## src/rtl/mux2_arbiter_ctrl.sv

```systemverilog
// Round-robin arbiter sharing one 2:1 data mux between two valid/ready requesters, with burst-bounded grants.
// Define MUX2_ARB_FIXED_PRIO_EN for strict port-0 priority instead of round-robin.
module mux2_arbiter_ctrl #(
    parameter int DATA_W    = 8,
    parameter int MAX_BURST = 4
) (
    input  logic              clk,
    input  logic              rst_n,
    input  logic              in0_valid,
    input  logic [DATA_W-1:0] in0_data,
    output logic              in0_ready,
    input  logic              in1_valid,
    input  logic [DATA_W-1:0] in1_data,
    output logic              in1_ready,
    output logic              out_valid,
    output logic [DATA_W-1:0] out_data,
    input  logic              out_ready,
    output logic              select,
    output logic              busy
);

    localparam int CNT_W = $clog2(MAX_BURST + 1);
    localparam logic [CNT_W-1:0] CNT_MAX = CNT_W'(MAX_BURST);

    typedef enum logic [1:0] {
        IDLE   = 2'd0,
        GRANT0 = 2'd1,
        GRANT1 = 2'd2
    } state_e;

    state_e            state_q, state_d;
    logic [CNT_W-1:0]  cnt_q, cnt_d;
    logic              last_grant_q, last_grant_d;
    logic              select_q, select_d;
    logic              busy_q, busy_d;
    logic              out_valid_q, out_valid_d;
    logic [DATA_W-1:0] out_data_q, out_data_d;

    logic              out_free_s;
    logic              in0_ready_s, in1_ready_s;
    logic              acc0_s, acc1_s;
    logic [CNT_W-1:0]  cnt_inc_s;
    logic              burst_done_s;
    logic [DATA_W-1:0] mux_data_s;

    // Handshake decode: ready depends only on registered state and out_ready.
    always_comb begin
        out_free_s   = !out_valid_q || out_ready;
        in0_ready_s  = (state_q == GRANT0) && out_free_s;
        in1_ready_s  = (state_q == GRANT1) && out_free_s;
        acc0_s       = in0_valid && in0_ready_s;
        acc1_s       = in1_valid && in1_ready_s;
        cnt_inc_s    = cnt_q + CNT_W'(1);
        burst_done_s = (acc0_s || acc1_s) && (cnt_inc_s == CNT_MAX);
        mux_data_s   = select_q ? in1_data : in0_data;
    end

    // Arbitration FSM next-state, burst counter and grant history.
    always_comb begin
        state_d      = state_q;
        cnt_d        = cnt_q;
        last_grant_d = last_grant_q;
        case (state_q)
            IDLE: begin
                cnt_d = '0;
                if (in0_valid && in1_valid) begin
`ifdef MUX2_ARB_FIXED_PRIO_EN
                    state_d = GRANT0;
`else
                    state_d = last_grant_q ? GRANT0 : GRANT1;
`endif
                end else if (in0_valid) begin
                    state_d = GRANT0;
                end else if (in1_valid) begin
                    state_d = GRANT1;
                end else begin
                    state_d = IDLE;
                end
            end
            GRANT0: begin
                if (burst_done_s || !in0_valid) begin
                    last_grant_d = 1'b0;
                    cnt_d        = '0;
`ifdef MUX2_ARB_FIXED_PRIO_EN
                    // Port 1 only gets in once port 0 has nothing left to send.
                    state_d = (in1_valid && !in0_valid) ? GRANT1 : IDLE;
`else
                    state_d = in1_valid ? GRANT1 : IDLE;
`endif
                end else if (acc0_s) begin
                    cnt_d = cnt_inc_s;
                end else begin
                    cnt_d = cnt_q;
                end
            end
            GRANT1: begin
                if (burst_done_s || !in1_valid) begin
                    last_grant_d = 1'b1;
                    cnt_d        = '0;
                    state_d      = in0_valid ? GRANT0 : IDLE;
                end else if (acc1_s) begin
                    cnt_d = cnt_inc_s;
                end else begin
                    cnt_d = cnt_q;
                end
            end
            default: begin
                state_d = IDLE;
                cnt_d   = '0;
            end
        endcase
    end

    // Select, busy and output-stage next values; select moves only with a grant change.
    always_comb begin
        busy_d = (state_d != IDLE);
        if (state_d == GRANT1) begin
            select_d = 1'b1;
        end else if (state_d == GRANT0) begin
            select_d = 1'b0;
        end else begin
            select_d = select_q;
        end
        out_valid_d = out_valid_q;
        out_data_d  = out_data_q;
        if (acc0_s || acc1_s) begin
            out_valid_d = 1'b1;
            out_data_d  = mux_data_s;
        end else if (out_ready) begin
            out_valid_d = 1'b0;
        end else begin
            out_valid_d = out_valid_q;
        end
    end

    // State registers; last_grant resets to 1 so port 0 wins the first tie.
    always_ff @(posedge clk or negedge rst_n) begin
        if (!rst_n) begin
            state_q      <= IDLE;
            cnt_q        <= '0;
            last_grant_q <= 1'b1;
            select_q     <= 1'b0;
            busy_q       <= 1'b0;
            out_valid_q  <= 1'b0;
            out_data_q   <= '0;
        end else begin
            state_q      <= state_d;
            cnt_q        <= cnt_d;
            last_grant_q <= last_grant_d;
            select_q     <= select_d;
            busy_q       <= busy_d;
            out_valid_q  <= out_valid_d;
            out_data_q   <= out_data_d;
        end
    end

    assign in0_ready = in0_ready_s;
    assign in1_ready = in1_ready_s;
    assign out_valid = out_valid_q;
    assign out_data  = out_data_q;
    assign select    = select_q;
    assign busy      = busy_q;

endmodule

```

## config.mk

```make
export PLATFORM = sky130hd
export DESIGN_NAME = mux2_arbiter_ctrl
export DESIGN_NICKNAME = d
export VERILOG_FILES = /design/src/rtl/mux2_arbiter_ctrl.sv
export SDC_FILE = /design/constraint.sdc
export NUM_CORES = 1
export LEC_CHECK = 0
export ABC_AREA = 0
export BUFFER_PORTS_ARGS = -buffer_cell sky130_fd_sc_hd__buf_4
export CELL_PAD_IN_SITES_DETAIL_PLACEMENT = 1
export CELL_PAD_IN_SITES_GLOBAL_PLACEMENT = 2
export CORE_MARGIN = 4
export CORE_UTILIZATION = 31
export DETAILED_ROUTE_END_ITERATION = 8
export GPL_ROUTABILITY_DRIVEN = 0
export GPL_TIMING_DRIVEN = 0
export PLACE_DENSITY_LB_ADDON = 0.15
export SETUP_SLACK_MARGIN = 0.2
export SKIP_CTS_REPAIR_TIMING = 1
export SKIP_LAST_GASP = 1
export SLEW_MARGIN = 20
export SYNTH_ARGS = -nofsm -noshare
export SYNTH_HDL_FRONTEND = slang
export SYNTH_SLANG_ARGS = --single-unit
```

## constraint.sdc

```tcl
create_clock -name clk -period 4.6 [get_ports clk]
set_input_delay 0.69 -clock clk [delete_from_list [all_inputs] [get_ports clk]]
set_output_delay 0.69 -clock clk [all_outputs]
set_load 0.005 [all_outputs]
```

# After elaboration in Yosys (flattened, before gate mapping)
# Cells that the tools add are included.
word_totals:
  wordCells: 58
  in_bits: 21
  ff_bits: 17
classes:
  n_eq_ne: 9
  n_reduce_logical: 20
  n_mux: 21
  addsub: 1
ops:
  columns: ["op", "count"]
  rows:
  - ["$mux 2", 6]
  - ["$mux 3", 4]
  - ["$mux 8", 1]
  - ["$reduce_bool 2->1", 4]
  - ["$mux 1", 7]
  - ["$logic_and 1x1->1", 6]
  - ["$ne 3x2->1 const B", 2]
  - ["$pmux 2 s3", 1]
  - ["$pmux 3 s2", 1]
  - ["$eq 2x1->1 const B", 2]
  - ["$eq 2x2->1 const B", 2]
  - ["$logic_or 1x1->1", 4]
  - ["$ne 2x1->1 const B", 2]
  - ["$add 3x1->3 const B", 1]
  - ["$eq 3x3->1 const B", 1]
  - ["$logic_not 1->1", 3]
  - ["$reduce_and 3->1", 1]
  - ["$logic_not 2->1", 1]
  - ["$pmux 1 s2", 1]
  - ["$reduce_and 2->1", 1]

# Depth between registers and ports, before layout
logic_depth:
  depth_word: 12
  depth_mapped: 8
  depth_no_buf: 8

# Worst setup path after synthesis
# Ideal clock, no wire load.
synth_timing:
  path_kind: "input-to-reg"
  start: "input out_ready"
  end: "register select_q, in the netlist select"
  t_required_ns: 4.475
  n_path_buf: 0
  path_stages: 6
  arrival_time_ns: 2.064
  setup_slack_ns: 2.412
  cell_sequence: "nand2b_4 > a21o_4 > or2_1 > a21o_1 > ha_1 > mux2_2"
synth_between:
  elab_chain_len: 10
synth_lines:
  columns: ["element", "line", "source"]
  rows:
  - ["from (decl)", "17", "input logic out_ready,"]
  - ["$logic_or 1x1->1 *", "48", "out_free_s = !out_valid_q || out_ready;"]
  - ["$logic_and 1x1->1 (on tied branches)", "49, 50", null]
  - ["$logic_and 1x1->1 (on tied branches)", "51, 52", null]
  - ["$logic_or 1x1->1 *", "54", "burst_done_s = (acc0_s || acc1_s) && (cnt_inc_s == CNT_MAX);"]
  - ["$logic_and 1x1->1 *", "54", null]
  - ["$logic_or 1x1->1 (on tied branches)", "97, 81", null]
  - ["$mux 2 (on tied branches)", "97, 81", null]
  - ["$pmux 2 s3 *", "63", "case (state_q)"]
  - ["$eq 2x2->1 / $eq 2x1->1 (equally long branches)", "117, 119", null]
  - ["$mux 1 / $reduce_bool 2->1 (equally long branches)", null, null]
  - ["to (signal assigned)", "150", "select_q <= select_d;"]
  - ["to (decl)", "34", "logic select_q, select_d;"]
# Mark *: on every way between the ends. The rest lies on a longest branch, timed or not.
# A chain may end at the register's enable or synchronous reset.

# Worst setup path in the final report
layout_timing:
  start: "register state_q[0]"
  end: "register select_q, in the netlist select"
layout_between:
  elab_chain_len: 10
layout_lines:
  columns: ["element", "line", "source"]
  rows:
  - ["from (decl)", "31", "state_e state_q, state_d;"]
  - ["from (signal assigned)", "147", "state_q <= state_d;"]
  - ["$eq 2x1->1 / $eq 2x2->1 (equally long branches)", "49, 63, 50", null]
  - ["$logic_and 1x1->1 (on tied branches)", "49, 50", null]
  - ["$logic_and 1x1->1 (on tied branches)", "51, 52", null]
  - ["$logic_or 1x1->1", "54", null]
  - ["$logic_and 1x1->1", "54", null]
  - ["$logic_or 1x1->1 (on tied branches)", "97, 81", null]
  - ["$mux 2 (on tied branches)", "97, 81", null]
  - ["$pmux 2 s3 *", "63", null]
  - ["$eq 2x2->1 / $eq 2x1->1 (equally long branches)", "117, 119", null]
  - ["$mux 1 / $reduce_bool 2->1 (equally long branches)", null, null]
# Marks and branches as above.

==> flow_metrics.tcl <==
set metrics [dict create \
    synth_simple_gate_area_frac 0.1568 \
    crit_slowest_cell "dfrtp_1" \
    dpl-instance-area_um2 1236 \
    synth.avg_cell_area_um2 10.55 \
    layout_commonest_cell "buf_4" \
    yosysWarnings 0 \
    ant_nets 0 \
    clock-root-buffer "clkbuf_4" \
    core_area_um2 2853 \
    p_per_area_nw_per_um2 558.5 \
    cts_max_level 1 \
    crit_top_cell "ha_1" \
    most-common-layout-cells "buf_4, dfrtp_1, a21oi_1" \
    critPathBufInv 1 \
    final_nets 157 \
    synthAdderAreaFrac 0.1054 \
    port_buffers 33 \
    die_area_um2 4013 \
    hold_viol 0 \
    via_per_inst 4.975 \
    place_ws_ps 2216 \
    vias 786 \
    arrival_ps 2470 \
    synth-compound-area-share 0.1436 \
    synth_top_family_by_area "simple AND/OR/NAND/NOR gates" \
    finalWorstSetupSlack_ps 2305 \
    antenna_found_initial 0 \
    rows 19 \
    grt_max_degree 18 \
    synth_xor_area_frac 0 \
    clk_latency_ps 280 \
    synth_seq_cells 17 \
    max_stage_delay_ps 410 \
    drive_above_1_share 0.3780 \
    cts.sinks 17 \
    grt_pass1_wl_mm 3.850 \
    fin_setup_tns_ps 0 \
    synth_seq_area_share 0.4493 \
    syn2layout_area_growth_pct 32.94 \
    synth_mux_area_frac 0.1120 \
    slew_headroom 0.7553 \
    synth_cell_types 30 \
    ios 34 \
    synthCells 90 \
    rsz0062_at_grt "false" \
    die_w_um 63.35 \
    cts_tree "yes" \
    synth_area_um2 949.7 \
    clkTransAtPathRegs_ps 100 \
    drv_slew 0 \
    post-route-period-util 0.4990 \
    setup_viol 0 \
    fin_worst_skew_ps 2.742 \
    dieHeight_um 63.35 \
    gr-total-overflow 0 \
    worstMarginPinSlew_ps 365.9 \
    dp.cells 154 \
    grt.total_usage 0.1206 \
    hp-class "input port to async pin" \
    min_period_ps 2295 \
    wl_per_cell_um 14.10 \
    worstSetupPathType "flop to flop" \
    finalPower_uw 705.1 \
    fmax_ghz 0.4356 \
    stdcell_area_um2 1262 \
    path_max_fanout 7 \
    synth_nets 119 \
    clock_path_buffers 2 \
    initial_utilization 0.3329 \
    outcome "finished clean" \
    cts_buffers 3 \
    drt_iter0_drc 14 \
    endpoint_kind "flop" \
    drcViolationCount 0 \
    path_cells "inv_1, ha_1, a22oi_2, a21o_4, or2_1, a21o_1, ha_1, mux2_2" \
    cp.required_ps 4780 \
    totalWireLength_mm 2.228 \
    ir_drop_mv 0.2255 \
    n_fill_cell 337 \
    drtPass1Iterations 3 \
    p_leak_nw 0.6056 \
    hpwl_mm 1.828 \
    start_kind "flop" \
    maxCapViolCount 0 \
    final_cells 158 \
    insertedDiodeCount 0 \
    path_delay_family "compound AO/OA/AOI/OAI gates" \
    first_global_vias 865 \
]
==> stage by stage <==
step                      hold WS [ps]    util
after detailed placement         510.7  0.4333
final                            249.8  0.4425
after CTS                        248.1  0.4425
after global routing             239.9  0.4425
after global placement           505.9  0.4333
after floorplan                  394.4       -
==> worst reg2reg max path, cell delays in order (launching register included) <==
cell and delay, ps:
dfrtp_1 410, inv_1 100, ha_1 260, a22oi_2 150, a21o_4 230, or2_1 230
a21o_1 200, ha_1 280, mux2_2 320
==> power by group <==
group	internal [mW]	total [mW]	switching [mW]	leakage, nW
Clock	0.0336	0.0781	0.0444	0.0150
Sequential	0.213	0.251	0.0380	0.204
Combinational	0.196	0.376	0.180	0.387
Total	0.443	0.705	0.262	0.606
==> synth_stat cells <==
cell type,instances,area (µm²)
a22oi_1,1,7.510
nor2_1,9,33.78
nor2_4,1,11.26
buf_4,1,7.510
nand3b_1,2,15.01
a21oi_1,13,65.06
o21ai_0,2,10.01
mux2i_1,8,80.08
nand3_1,1,5.000
dfstp_2,1,26.28
inv_1,5,18.77
o32a_1,1,10.01
mux2_2,1,11.26
nand2b_1,1,6.260
dfrtp_1,16,400.4
a21o_4,1,15.01
nand2_1,6,22.52
and2_1,1,6.260
buf_2,1,5.000
and2b_1,1,7.510
and2_2,1,7.510
ha_1,8,100.1
a22oi_2,1,12.51
or2_1,1,6.260
nand2_2,1,6.260
and3_2,1,7.510
nand2b_4,1,13.76
mux2_4,1,15.01
o32ai_1,1,8.760
a21o_1,1,7.510
==> per-layer routing <==
| layer | vias up | wire length [µm] | global-route usage |
|---|---|---|---|
| met4 | 0 | 14 | 0.01617 |
| li1 | 385 | - | - |
| met3 | 2 | 109 | 0.04618 |
| met2 | 17 | 1170 | 0.2086 |
| met5 | - | 0 | 0 |
| met1 | 382 | 934 | 0.1448 |
==> kinds of logic after synthesis <==
kind of cell	Yosys count
and+or+nand+nor	27
adders and majority gates	8
buffers and inverters	7
DFF	17
AOI/OAI and AO/OA	21
muxes	10
==> path summary, 6_finish.rpt <==
check / start / endpoint / slack (ps) / depth (start not counted)
max in group asynchronous: rst_n / last_grant_q$_DFFE_PN1P_ / 4090 / 1
min in group clk: cnt_q[2]$_DFFE_PN0P_ / cnt_q[2]$_DFFE_PN0P_ / 520 / 2
hold / removal: rst_n / cnt_q[2]$_DFFE_PN0P_ / 250 / 1
setup / recovery: state_q[0]$_DFF_PN0_ / select$_DFFE_PN0P_ / 2300 / 8
hold reg to reg: cnt_q[2]$_DFFE_PN0P_ / cnt_q[2]$_DFFE_PN0P_ / 520 / 2
setup reg to reg: state_q[0]$_DFF_PN0_ / select$_DFFE_PN0P_ / 2300 / 8
==> final cells by class <==
class,count,area [µm²],area share
Buffer,2,12.51,0.009911
Clock buffer,4,26.28,0.02081
Inverter,5,18.77,0.01487
Multi-Input combinational cell,66,491.7,0.3895
Sequential cell,17,426.7,0.3380
Tap cell,31,38.79,0.03072
Timing Repair Buffer,33,247.7,0.1962
==> sequential cells by signal, summed over array words and instances (netlist names) <==
name,flops
busy,1
select,1
state_q,2
cnt_q,3
out_data,8
last_grant_q,1
out_valid,1
(Power assumes the default switching activity.)
